`config.mk`:
```
export PLATFORM = sky130hd
export DESIGN_NAME = pc_sequencer
export DESIGN_NICKNAME = d
export VERILOG_FILES = /design/src/rtl/pc_sequencer.sv
export SDC_FILE = /design/constraint.sdc
export NUM_CORES = 1
export LEC_CHECK = 0
export ABC_AREA = 1
export CAP_MARGIN = 0
export CORE_MARGIN = 5
export CORE_UTILIZATION = 55
export CTS_CLUSTER_SIZE = 30
export DETAILED_ROUTE_END_ITERATION = 6
export GPL_ROUTABILITY_DRIVEN = 0
export GPL_TIMING_DRIVEN = 0
export PLACE_DENSITY = 0.89
export SYNTH_ARGS = -nofsm -noshare
export SYNTH_HDL_FRONTEND = slang
export SYNTH_SLANG_ARGS = --single-unit
```
`constraint.sdc`:
```
create_clock -name clk -period 2.5 [get_ports clk]
set_input_delay 0.375 -clock clk [delete_from_list [all_inputs] [get_ports clk]]
set_output_delay 0.375 -clock clk [all_outputs]
set_load 0.1 [all_outputs]
```
`src/rtl/pc_sequencer.sv`:
```
// pc_sequencer: PC register, next-PC selection and a hardware return-address stack
// for the single-cycle datapath. Priority: jr > ret > jal > jump > taken branch > pc+1.
module pc_sequencer #(
   parameter int unsigned N        = 8,
   parameter int unsigned DEPTH    = 4,
   parameter logic [N-1:0] RESET_PC = '0
) (
   input  logic                       clk,
   input  logic                       rst,
   input  logic                       en,
   input  logic [N-1:0]               imm,
   input  logic [N-1:0]               rs_val,
   input  logic                       branch,
   input  logic                       zero,
   input  logic                       jump,
   input  logic                       jal,
   input  logic                       jr,
   input  logic                       ret,
   output logic [N-1:0]               pc,
   output logic [N-1:0]               pc_plus1,
   output logic [$clog2(DEPTH+1)-1:0] sp,
   output logic                       ovf,
   output logic                       unf
);

   localparam int unsigned SPW = $clog2(DEPTH + 1);

   logic [N-1:0]   pc_q, pc_d;
   logic [SPW-1:0] sp_q, sp_d;
   logic           ovf_q, ovf_d;
   logic           unf_q, unf_d;
   logic [N-1:0]   stack_q [DEPTH];
   logic [N-1:0]   stack_d [DEPTH];
   logic [N-1:0]   top;
   logic           push;

   assign pc       = pc_q;
   assign pc_plus1 = pc_q + N'(1);
   assign sp       = sp_q;
   assign ovf      = ovf_q;
   assign unf      = unf_q;

   // Select stack[sp-1]; yields 0 when the stack is empty (never used then).
   always_comb begin
      top = '0;
      for (int i = 0; i < DEPTH; i++) begin
         if (SPW'(i) == sp_q - SPW'(1)) begin
            top = stack_q[i];
         end
      end
   end

   // Next-state selection; everything holds unless en is high.
   always_comb begin
      pc_d    = pc_q;
      sp_d    = sp_q;
      ovf_d   = ovf_q;
      unf_d   = unf_q;
      push    = 1'b0;
      stack_d = stack_q;
      if (en) begin
         if (jr) begin
            pc_d = rs_val;
         end else if (ret) begin
            if (sp_q != '0) begin
               pc_d = top;
               sp_d = sp_q - SPW'(1);
            end else begin
               unf_d = 1'b1;
               pc_d  = pc_plus1;
            end
         end else if (jal) begin
            pc_d = imm;
            if (sp_q < SPW'(DEPTH)) begin
               push = 1'b1;
               sp_d = sp_q + SPW'(1);
            end else begin
               // Full stack: flag it, keep contents, still take the call.
               ovf_d = 1'b1;
            end
         end else if (jump) begin
            pc_d = imm;
         end else if (branch && zero) begin
            pc_d = pc_plus1 + imm;
         end else begin
            pc_d = pc_plus1;
         end
      end
      for (int i = 0; i < DEPTH; i++) begin
         if (push && (SPW'(i) == sp_q)) begin
            stack_d[i] = pc_plus1;
         end
      end
   end

   // State registers with asynchronous active-high reset.
   always_ff @(posedge clk or posedge rst) begin
      if (rst) begin
         pc_q  <= RESET_PC;
         sp_q  <= '0;
         ovf_q <= 1'b0;
         unf_q <= 1'b0;
         for (int i = 0; i < DEPTH; i++) begin
            stack_q[i] <= '0;
         end
      end else begin
         pc_q  <= pc_d;
         sp_q  <= sp_d;
         ovf_q <= ovf_d;
         unf_q <= unf_d;
         for (int i = 0; i < DEPTH; i++) begin
            stack_q[i] <= stack_d[i];
         end
      end
   end

endmodule

```
==> flow_summary.ini, run 1 <==
[power_and_ir_drop]
netSwitchingPower_w = 0.00242
power_switching_share_pct = 51.6
seq_power_share_pct = 25.8
power_frac_comb_pct = 62.1
clkPwrFrac_pct = 12.1
ir_drop_uv = 802
p_per_area_nw_per_um2 = 1130
leakagePower_nw = 2.08
p_int_w = 0.00227
p_total_w = 0.00469

[clocking]
cts_tree = built
hold_buffers = 0
cts_max_level = 2
clk_pin_slew_ps = 80
clock_path_buffers = 2
numCtsBuffers = 5
clock-sinks = 45
root_buffer = clkbuf_8
clk_latency_ps = 300

[synth]
synthesis.area_um2 = 3160
yosys_warnings = 0
async_flop_share_pct = 100
yosysTopAreaCell = dfrtp_1
ys_ff_latch = 45
synth.most_common_cell = nand2_1
synth_edf_count = 0
synth_ff_type = dfrtp_1
synth.area.top_cells = dfrtp_1 (36%), nand2_1 (20%), inv_1 (7.2%)
synth_top_area_share_pct = 35.6
syn_inst = 463
yosysSeqAreaShare_pct = 35.6
ys_types = 31
synth_top_cells_by_count = nand2_1 (169), inv_1 (61), dfrtp_1 (45)
avgSynthCellArea_um2 = 6.82
syn_nets = 506

[placed_design]
dpl_cell_area_um2 = 3840
io_buffers = 44
hpwl_um = 6500

[global_routing]
grt-ovfl-total = 0
grtUsageTotal_pct = 24.6
grt_max_degree = 34
grt_pass1_vias = 3302
antenna_found_initial = 0
grt_pass1_wl_um = 14600

[floorplanning]
start_util_pct = 57.0
die_y_um = 85.8
fp.dieArea_um2 = 7360
pin_count = 46
core_um2 = 5540
rows = 27
die_width_um = 85.8

[final_layout]
final_area_um2 = 4170
multi_input_area_um2 = 1910
fill_cells = 409
finish.utilization_pct = 75.2
drive_gt1_share_pct = 19.0
syn2layout_area_growth_pct = 31.8
layout.nets = 573
diodes = 0
regArea_um2 = 1150

[sta]
worst_pin_slew_ps = 988
finalHoldViolCount = 0
fmax_ghz = 0.396
maxSlewHeadroom_pct = 34.0
finClkSkew_ps = 5.34
worst_slack_ps = -24.9
fin_crit_sh_pct = 101
setup_viol = 1
grt_setup_unrepaired = yes
min_period_ps = 2520
report.final.slew_viol_count = 0

[critical_path]
cp.required_ps = 2690
path_max_fanout = 4
r2r_start = pc[0]
cp.arrival_ps = 2720
critPathLaunchType = flop
startpoint = pc[0]
path_class = flop to flop
critPathCaptureType = flop

[run]
max_cap_viol_count = 0

[run_status]
violations = setup timing
status = finished with violations

[route]
first_iter_violations = 166
via_count = 3303
wl_per_cell_um = 14.4
firstDrtPassIters = 5
route.detailed.drc = 0
ant_nets = 0
drt-total-wl_um = 8670
avgViaCountPerCell = 5.48

[hold_path]
hp-class = input pin to asynchronous set/reset pin
logic make-up after synthesis:
kind of cell	synth area share (%)
buf+inv	9.86
compound gates	10.8
xor+xnor	2.81
simple gates	33.5
flops	35.6
fa+ha+maj	7.37
metal layers:
layer | GRT usage, % | vias to the layer above | part of all wire (%)
li1 | - | 1587 | -
met1 | 30.4 | 1519 | 42
met2 | 42.4 | 163 | 49
met3 | 4.03 | 34 | 6.1
met4 | 10.2 | 0 | 3.2
met5 | 0 | - | 0
power groups by stage:
stage               clock, W  sequential [W]  combinational, W
finish              0.000566         0.00121           0.00291
global route        0.000607         0.00125           0.00316
CTS                 0.000579         0.00121           0.00281
detailed placement         0         0.00122           0.00273
global placement           0         0.00120           0.00266
floorplan                  0         0.00166           0.00164
flip-flops by register name, summed over array words and instances (netlist names):
register  flops
pc            8
ovf           1
stack_q      32
sp            3
unf           1
through the flow:
step,setup WS [ps],hold WS (ps),setup TNS (ps),std cells
floorplan,-499,446,-2830,463
global placement,-284,454,-1660,579
detailed placement,-300,465,-1700,580
CTS,5.98,333,0,596
global route,-134,349,-287,603
finish,-24.9,329,-24.9,603
cell type report:
type                            instances  share of cell area [%]
Buffer                                 11                    1.95
Clock buffer                            7                    2.07
Clock inverter                          1                   0.721
Inverter                               64                    6.19
Multi-Input combinational cell        343                    45.9
Sequential cell                        45                    27.6
Tap cell                               72                    2.16
Timing Repair Buffer                   60                    13.4
worst max-delay path, cell delays in order (launching register included):
cell        delay (ps)
dfrtp_4            510
ha_4               180
nand2_4             70
inv_4               40
nand4_1            100
and2_4             180
clkinvlp_4         110
ha_4               270
nand2_2             90
inv_1               70
a21oi_2            150
nand2_1             80
nand2_2             80
nand3_2             70
nand2_2             70
nand3_2             70
nand2_2            110
nand2_2             60
nand2_1             50
nand2_1             50
repair_timing:
item / 4_1_cts / 5_1_grt
resized for setup: 30 / 22
gates cloned: 0 / 0
pin swaps: 6 / 15
setup endpoints to repair: 13 / 7
setup buffers: 8 / 7
layout by cell type (no fill, tap or decap), drive strengths merged, types with 4 or more instances in the layout:
cell type	count
nand2	170
inv	60
dfrtp	45
nand3	42
o21ai	42
clkdlybuf4s50	36
nor2	31
buf	29
ha	17
a21oi	11
clkbuf	9
or2	5
nand4	5
xor2	5
clkinvlp	4
final timing paths:
check / endpoint / slack (ps) / depth (start not counted)
max in group asynchronous: pc[4] / 1700 / 3
worst max register to register: pc[7] / -20 / 19
worst min register to register: ovf / 480 / 1
min in group clk: ovf / 480 / 1
worst max-delay path: pc[7] / -20 / 19
worst min-delay path: stack_q[25] / 330 / 2
Power figures use the tool's default switching activity.
==> run 2, diff against run 1 <==
--- a/config.mk
+++ b/config.mk
@@ -13,6 +13,7 @@
 export DETAILED_ROUTE_END_ITERATION = 6
 export GPL_ROUTABILITY_DRIVEN = 0
 export GPL_TIMING_DRIVEN = 0
+export MAX_ROUTING_LAYER = met4
 export PLACE_DENSITY = 0.89
 export SYNTH_ARGS = -nofsm -noshare
 export SYNTH_HDL_FRONTEND = slang
==> run 2 against run 1 <==
Against the previous run:
- the run still ends with setup timing left
- cell area did not move
- combinational power hardly changed
- core utilization unchanged
- fmax barely moved
- largest cell class unchanged
==> flow_summary.ini, run 2 (same netlist as run 1, synthesis figures left out) <==
[run_status]
status = finished with violations
violations = setup timing

[final_layout]
regArea_um2 = 1150
largest_register = stack_q
final_cell_mix = nand2_1 (157), inv_1 (53), nand3_1 (38)
final_area_um2 = 4170
fill_cells = 409
instances_no_fill = 603
layout.nets = 573
drive_gt1_share_pct = 19.0
diodes = 0
multi_input_area_um2 = 1910
syn2layout_area_growth_pct = 31.8
layout_commonest_cell = nand2_1
largest_reg_flops = 32

[floorplanning]
die_width_um = 85.8
start_util_pct = 57.0
fp.dieArea_um2 = 7360
pin_count = 46
die_y_um = 85.8
rows = 27
core_um2 = 5540

[route]
first_iter_violations = 148
drt-total-wl_um = 8660
avgViaCountPerCell = 5.46
via_count = 3291
firstDrtPassIters = 5
wl_per_cell_um = 14.4
route.detailed.drc = 0
ant_nets = 0

[critical_path]
crit_top_cell = nand2_2
startpoint = pc[0]
path_max_fanout = 4
critPathLaunchType = flop
cp_num_buf_inv = 3
critPathCaptureType = flop
r2r_start = pc[0]
crit_end = pc[7]
cp_slowest_cell = dfrtp_4
reg2reg_slack_ps = -30
r2r_end = pc[7]
rr_worst_depth = 19
cp.arrival_ps = 2720
slowest_delay_ps = 510
path_class = flop to flop
path_depth = 19
path_delay_family = simple AND/OR/NAND/NOR gates
cp.required_ps = 2690
cp_cell_sequence = ha_4, nand2_4, inv_4, nand4_1, and2_4, clkinvlp_4, ha_4, nand2_2, inv_1, a21oi_2, nand2_1, nand2_2, nand3_2, nand2_2, nand3_2, nand2_2, nand2_2, nand2_1, nand2_1

[global_routing]
met2_usage_pct = 42.4
grt_pass1_vias = 3304
antenna_found_initial = 0
grt-ovfl-total = 0
use_met1_pct = 30.8
grt_pass1_wl_um = 14700
grtUsageTotal_pct = 25.3
use_met3_pct = 3.36
grt_max_degree = 34
busiest_layer = met2

[sta]
maxSlewHeadroom_pct = 34.0
report.final.slew_viol_count = 0
grt_setup_unrepaired = yes
fin_crit_sh_pct = 101
finalHoldViolCount = 0
fmax_ghz = 0.396
tns_ps = -26.6
worst_pin_slew_ps = 986
min_period_ps = 2530
finClkSkew_ps = 5.90
setup_viol = 1
worst_slack_ps = -26.6

[hold_path]
hp-class = input pin to asynchronous set/reset pin

[placed_design]
dpl_cell_area_um2 = 3840
io_buffers = 44
hpwl_um = 6500
numPlacedInstances = 580

[clocking]
cts_max_level = 2
numCtsBuffers = 5
root_buffer = clkbuf_8
clk_latency_ps = 300
clk_pin_slew_ps = 80
clock-sinks = 45
hold_buffers = 0
cts_tree = built
clock_path_buffers = 2

[run]
max_cap_viol_count = 0

[power_and_ir_drop]
ir_drop_uv = 803
p_per_area_nw_per_um2 = 1130
leakagePower_nw = 2.08
run 2: where the power goes:
group          internal [W]  total, W  switching [W]
Clock              0.000326  0.000567       0.000241
Combinational      0.000936   0.00291        0.00198
Sequential          0.00101   0.00121       0.000203
run 2: worst min-delay path by stage:
stage,startpoint,endpoint,slack [ps],depth (start not counted)
after global placement,ovf,ovf,450,1
after global routing,rst,stack_q[25],350,2
final,rst,stack_q[25],330,2
after detailed placement,ovf,ovf,470,1
after CTS,rst,stack_q[25],330,2
after floorplan,stack_q[9],stack_q[9],450,2
run 2: what timing repair did:
action / CTS / global route
endpoints found under the setup margin: 13 / 7
endpoints found under the hold margin: 0 / 0
gates resized for setup: 30 / 22
setup buffers: 8 / 7
cloned: 0 / 0
pin swaps: 6 / 15
run 2: layout make-up:
cell class,count,area share (%)
inverter,64,6.19
multi-input combinational,343,45.9
clock inverter,1,0.721
sequential,45,27.6
tap,72,2.16
clock buffer,7,2.07
timing repair buffer,60,13.4
buffer,11,1.95
run 2: per-stage QoR:
stage / util (%) / total power, W / setup WS [ps] / hold WS, ps
after global placement: 69.0 / 0.00386 / -284 / 454
after detailed placement: 69.4 / 0.00395 / -300 / 465
after floorplan: - / 0.00330 / -499 / 446
after global routing: 75.2 / 0.00501 / -134 / 349
after CTS: 73.2 / 0.00459 / 5.98 / 333
final: 75.2 / 0.00469 / -26.6 / 329
run 2: worst reg2reg max path, cell delays in order (launching register included):
cell,delay (ps)
dfrtp_4,510
ha_4,180
nand2_4,70
inv_4,40
nand4_1,100
and2_4,180
clkinvlp_4,110
ha_4,270
nand2_2,90
inv_1,70
a21oi_2,160
nand2_1,80
nand2_2,80
nand3_2,70
nand2_2,70
nand3_2,70
nand2_2,110
nand2_2,60
nand2_1,60
nand2_1,50
run 2: per-layer routing:
metal	vias up	share of wire (%)
li1	1588	-
met1	1527	42
met2	148	49
met3	28	5.8
met4	0	3.0
met5	-	0
